### src/rtl/adder_arbiter.sv
// adder_arbiter: shares one 8-bit Adder among NREQ requesters; it grants one
// request at a time and returns the registered 9-bit result with the owner ID.
// Ports: iClk, iRst_n (async, active low), iReq/iSA/iData_a/iData_b (per
// requester), oGnt (one-hot pulse), oValid/iReady result handshake,
// oData/oData_C (registered Adder outputs), oId (owner), oBusy (FSM not idle).
// Option: define ADDER_ARB_RR_EN for round-robin; otherwise lowest index wins.

// Adder: 9-bit exact sum of two 8-bit operands; iSA=1 treats them as signed.
// oData_C is the carry out of the raw 8-bit addition.
module Adder (
  input  logic       iSA,
  input  logic [7:0] iData_a,
  input  logic [7:0] iData_b,
  output logic [8:0] oData,
  output logic       oData_C
);
  logic [8:0] ext_a;
  logic [8:0] ext_b;

  assign ext_a = {iSA & iData_a[7], iData_a};
  assign ext_b = {iSA & iData_b[7], iData_b};
  assign oData = ext_a + ext_b;

  // oData[7] is the 8-bit sum bit 7 in both modes; when a7^b7 the
  // carry into bit 7 is its inverse, which then becomes the carry out.
  assign oData_C = (iData_a[7] & iData_b[7]) |
                   ((iData_a[7] ^ iData_b[7]) & ~oData[7]);
endmodule

module adder_arbiter #(
  parameter  int NREQ = 4,
  localparam int ID_W = $clog2(NREQ)
) (
  input  logic              iClk,
  input  logic              iRst_n,
  input  logic [NREQ-1:0]   iReq,
  input  logic [NREQ-1:0]   iSA,
  input  logic [8*NREQ-1:0] iData_a,
  input  logic [8*NREQ-1:0] iData_b,
  output logic [NREQ-1:0]   oGnt,
  output logic              oValid,
  input  logic              iReady,
  output logic [8:0]        oData,
  output logic              oData_C,
  output logic [ID_W-1:0]   oId,
  output logic              oBusy
);

  typedef enum logic [1:0] {
    IDLE,
    CALC,
    DONE
  } state_e;

  state_e            state_q, state_d;
  logic              sa_q, sa_d;
  logic [7:0]        a_q, a_d;
  logic [7:0]        b_q, b_d;
  logic [ID_W-1:0]   id_q, id_d;
  logic [NREQ-1:0]   gnt_q, gnt_d;
  logic              valid_q, valid_d;
  logic [8:0]        data_q, data_d;
  logic              c_q, c_d;
  logic [ID_W-1:0]   oid_q, oid_d;

  logic              found;
  logic [ID_W-1:0]   win;
  logic              sa_sel;
  logic [7:0]        a_sel;
  logic [7:0]        b_sel;

  logic [8:0]        sum;
  logic              sum_c;

`ifdef ADDER_ARB_RR_EN
  logic [ID_W-1:0]   ptr_q, ptr_d;

  // Scan upward from the pointer with wrap; first set request wins.
  always_comb begin
    found  = 1'b0;
    win    = '0;
    sa_sel = 1'b0;
    a_sel  = '0;
    b_sel  = '0;
    for (int i = 0; i < NREQ; i++) begin
      int idx;
      idx = (int'(ptr_q) + i) % NREQ;
      if (!found && iReq[idx]) begin
        found  = 1'b1;
        win    = ID_W'(idx);
        sa_sel = iSA[idx];
        a_sel  = iData_a[8*idx +: 8];
        b_sel  = iData_b[8*idx +: 8];
      end
    end
  end
`else
  // Descending scan so the lowest set index is the last to overwrite.
  always_comb begin
    found  = 1'b0;
    win    = '0;
    sa_sel = 1'b0;
    a_sel  = '0;
    b_sel  = '0;
    for (int i = NREQ - 1; i >= 0; i--) begin
      if (iReq[i]) begin
        found  = 1'b1;
        win    = ID_W'(i);
        sa_sel = iSA[i];
        a_sel  = iData_a[8*i +: 8];
        b_sel  = iData_b[8*i +: 8];
      end
    end
  end
`endif

  // The shared adder only ever sees the latched operands.
  Adder u_adder (
    .iSA     (sa_q),
    .iData_a (a_q),
    .iData_b (b_q),
    .oData   (sum),
    .oData_C (sum_c)
  );

  always_comb begin
    state_d = state_q;
    sa_d    = sa_q;
    a_d     = a_q;
    b_d     = b_q;
    id_d    = id_q;
    gnt_d   = gnt_q;
    valid_d = valid_q;
    data_d  = data_q;
    c_d     = c_q;
    oid_d   = oid_q;
`ifdef ADDER_ARB_RR_EN
    ptr_d   = ptr_q;
`endif
    unique case (state_q)
      IDLE: begin
        if (found) begin
          sa_d    = sa_sel;
          a_d     = a_sel;
          b_d     = b_sel;
          id_d    = win;
          gnt_d   = NREQ'(1) << win;
          state_d = CALC;
`ifdef ADDER_ARB_RR_EN
          ptr_d   = (win == ID_W'(NREQ - 1)) ? '0 : win + 1'b1;
`endif
        end
      end
      CALC: begin
        data_d  = sum;
        c_d     = sum_c;
        oid_d   = id_q;
        valid_d = 1'b1;
        gnt_d   = '0;
        state_d = DONE;
      end
      DONE: begin
        if (iReady) begin
          valid_d = 1'b0;
          state_d = IDLE;
        end
      end
      default: begin
        gnt_d   = '0;
        valid_d = 1'b0;
        state_d = IDLE;
      end
    endcase
  end

  always_ff @(posedge iClk or negedge iRst_n) begin
    if (!iRst_n) begin
      state_q <= IDLE;
      sa_q    <= 1'b0;
      a_q     <= '0;
      b_q     <= '0;
      id_q    <= '0;
      gnt_q   <= '0;
      valid_q <= 1'b0;
      data_q  <= '0;
      c_q     <= 1'b0;
      oid_q   <= '0;
`ifdef ADDER_ARB_RR_EN
      ptr_q   <= '0;
`endif
    end else begin
      state_q <= state_d;
      sa_q    <= sa_d;
      a_q     <= a_d;
      b_q     <= b_d;
      id_q    <= id_d;
      gnt_q   <= gnt_d;
      valid_q <= valid_d;
      data_q  <= data_d;
      c_q     <= c_d;
      oid_q   <= oid_d;
`ifdef ADDER_ARB_RR_EN
      ptr_q   <= ptr_d;
`endif
    end
  end

  assign oGnt    = gnt_q;
  assign oValid  = valid_q;
  assign oData   = data_q;
  assign oData_C = c_q;
  assign oId     = oid_q;
  assign oBusy   = (state_q != IDLE);

endmodule
### config.mk
export PLATFORM = sky130hd
export DESIGN_NAME = adder_arbiter
export DESIGN_NICKNAME = d
export VERILOG_FILES = /design/src/rtl/adder_arbiter.sv
export SDC_FILE = /design/constraint.sdc
export NUM_CORES = 1
export LEC_CHECK = 0
export ABC_AREA = 1
export BUFFER_PORTS_ARGS = -buffer_cell sky130_fd_sc_hd__buf_2
export CAP_MARGIN = 20
export CORE_UTILIZATION = 49
export DETAILED_ROUTE_END_ITERATION = 10
export PLACE_DENSITY_LB_ADDON = 0.12
export SYNTH_ARGS = -nofsm -noshare
export SYNTH_HDL_FRONTEND = slang
export SYNTH_SLANG_ARGS = --single-unit
### constraint.sdc
create_clock -name iClk -period 2 [get_ports iClk]
set_clock_uncertainty 0.1 [all_clocks]
set_input_delay 0.4 -clock iClk [delete_from_list [all_inputs] [get_ports iClk]]
set_output_delay 0.4 -clock iClk [all_outputs]
set_load 0.02 [all_outputs]
==> run metrics <==
layout cells sized above 1 a little under a third; Final HPWL DP ~4400 um; # rows 24; slowest stage delay, CP around 0.42 ns; RR Startpoint a_q[4]; GRT Residual Overflow 0; First DRT Iteration DRCs 75; Nets around 480; Main synth FF type dfrtp_1; P per Cell Area ~1400 mW/mm2; vias per cell between 5 and 6; num ports just over 90; Initial DRT Pass Iterations 4; hold depth 4; cell taking the most area after synthesis dfrtp_1; clock power share between 10% and 20%; Slowest-stage cell, CP fa_1; CTS clock-pin slew for the worst setup and hold paths approximately 0.080 ns; area share of the largest cell type after synthesis between 40 and 50%; routability cong. between 0.8 and 0.9; initial antenna violation count 0; vias roughly 2300; FMAX about 530 MHz; worst setup path class flop to flop; sw frac 45.3%; CTS buffer count 5; worst-skew pair later-pin latency between 0.2 and 0.3 ns; Fill cells just over 400; R2R setup slack roughly 0.097 ns; net switching power just under 2 mW; Comb power frac a little under three fifths; GRT Total Usage between 20% and 30%; Power Internal about 2.3 mW; hold path startpoint iReady; Synth cell types 31; Initial Util a little over half; Die X roughly 72 um; Avg Cell Area, Syn around 7.9 um2; worst hold-check path type input pin to flop; final setup vio count 0; syn_nets 387; Worst VDD drop 571 uV; commonest cells in the netlist nand2_1 (81), dfrtp_1 (38), inv_1 (34), nand3_1 (31), o21ai_0 (25); WL final 5490 um; DIE AREA ~0.005 mm2; vias in the first global route about 2200; Post-synth EDFFs 0; Seq pwr share a little under a third; count of input and output buffers 92; core footprint approximately 0.0045 mm2; sequential share of the synthesized area between 40% and 50%; Synth Register Bits 38; crit path capture type flop; status finished clean; Worst Max-Slew Pin Slew a little under 0.5 ns; root buffer cell clkbuf_8; DR WL/cell around 12 um; Ys Warns 0; final hold vios 0; critical path startpoint category flop; largest net degree at the start of global routing 22; CP Cell Sequence ha_1, a21oi_2, o21ai_0, a21oi_2, fa_1, o21ai_1; fin crit share a little over nine tenths; worst-case reg-to-reg path depth 6; asr flop ratio synth 100%; Leak 1.60 nW; Final min period between 1.5 and 2 ns; drt drc 0; Die Ht just over 70 um; Max-Cap Viols 0; final setup margin between 0.09 and 0.1 ns; reg2reg end oData[7]; Post-Synthesis Cells 302; first-pass GRT wire length around 9500 um; pre-CTS setup slack 0.0797 ns; count leader, synth nand2_1; CP dominant cell by count a21oi_2; CTS tree yes; Mapped Area approximately 0.0024 mm2; worst hold endpoint oValid; Syn-to-layout area delta 26.5%; relative slew slack 67.8%; Detail Route Antenna Nets 0; arrival time at the worst endpoint 2.02 ns; fin. max-slew vios 0; setup_tns 0 ns; worst-path fanout max 5; CTS Buffer Depth 2; Antenna Diode Count 0; largest cells by area after synthesis dfrtp_1 (40%), nand2_1 (13%), nand3_1 (6.5%); H-Tree Depth 2; clock sinks 38; critical path required time about 2.1 ns
[cell type report]
cell class	count	area [um2]	share of cell area, %
timing repair buffer	103	558	18.6
tap	52	65.1	2.17
clock inverter	2	12.5	0.417
clock buffer	6	82.6	2.75
inverter	36	135	4.50
multi-input combinational	214	1200	39.9
sequential	38	951	31.7
[what timing repair did]
action	in CTS	in global routing
endpoints found under the setup margin	0	1
hold buffers	1	0
hold endpoints to repair	20	0
setup buffers	0	1
resized for setup	0	5
[cells by family after synthesis]
logic type	after synthesis	share of synthesized area (%)
buffers and inverters	50	10.5
adder cells (fa/ha/maj)	10	5.90
flip-flops	38	40.1
AND/OR/NAND/NOR	148	29.7
AO/OA/AOI/OAI	56	13.8
[state kept, by name (all words and copies together), names as in the netlist]
register	flops
b_q	8
oValid	1
id_q	2
oGnt	4
sa_q	1
oData_C	1
oId	2
oData	9
a_q	8
state_q	2
[critical path, delay by kind of cell, from the launching register on]
kind | cells | cell delay [ns]
adders and majority gates | 2 | 0.80
DFF | 1 | 0.38
AOI/OAI and AO/OA | 4 | 0.55
[metal layers]
metal | vias up | share of wire [%] | GRT usage, %
li1 | 1194 | - | -
met1 | 972 | 48 | 31.4
met2 | 93 | 46 | 40.4
met3 | 4 | 5.3 | 4.36
met4 | 0 | 0.93 | 6.54
met5 | - | 0 | 0
[per-stage QoR]
step                      hold WS (ns)  total power [mW]  cells  utilization, %  instance area, um2
after global placement           0.285              3.59    441            63.6                2860
final                            0.319              4.27    451            66.6                3000
after CTS                        0.308              4.20    450            65.9                2970
after detailed placement         0.282              3.64    441            63.6                2860
after global routing             0.347              4.74    451            66.6                3000
after floorplan                0.00441              3.05    302               -                2370
[layout by cell type (no fill, tap or decap), types with 2 or more instances in the layout]
master    synthesis  routed
o21ai_2           3       3
clkbuf_8          0       6
a21oi_1           5       3
inv_2             2       2
nand3b_1         18      18
fa_1              2       2
buf_4             2       9
dfrtp_1          38      38
a21oi_2           1       3
nand2_1          81      81
o21ai_0          25      24
nand3_1          31      30
nand4_1           2       2
o22ai_1          18      18
nor2_1            8       8
inv_1            34      34
o21ai_1           2       3
buf_2             5      92
ha_1              8       7
[power groups by stage]
stage               clock network, mW  logic [mW]  registers (mW)
CTS                             0.549        2.32            1.34
finish                          0.535        2.40            1.34
floorplan                           0        1.55            1.50
detailed placement                  0        2.29            1.35
global placement                    0        2.26            1.33
global route                    0.575        2.77            1.40
[how the worst max path moves through the flow]
stage / start / endpoint / slack, ns / cells after the start
finish: a_q[4] / oData[7] / 0.1 / 6
global route: a_q[4] / oData[7] / -0.03 / 6
CTS: a_q[4] / oData[7] / 0.02 / 6
detailed placement: a_q[4] / oData[7] / 0.08 / 6
global placement: a_q[4] / oData[7] / 0.11 / 6
floorplan: a_q[4] / oData[7] / 0.15 / 6
Note: power is estimated with default switching activity, not from simulation.
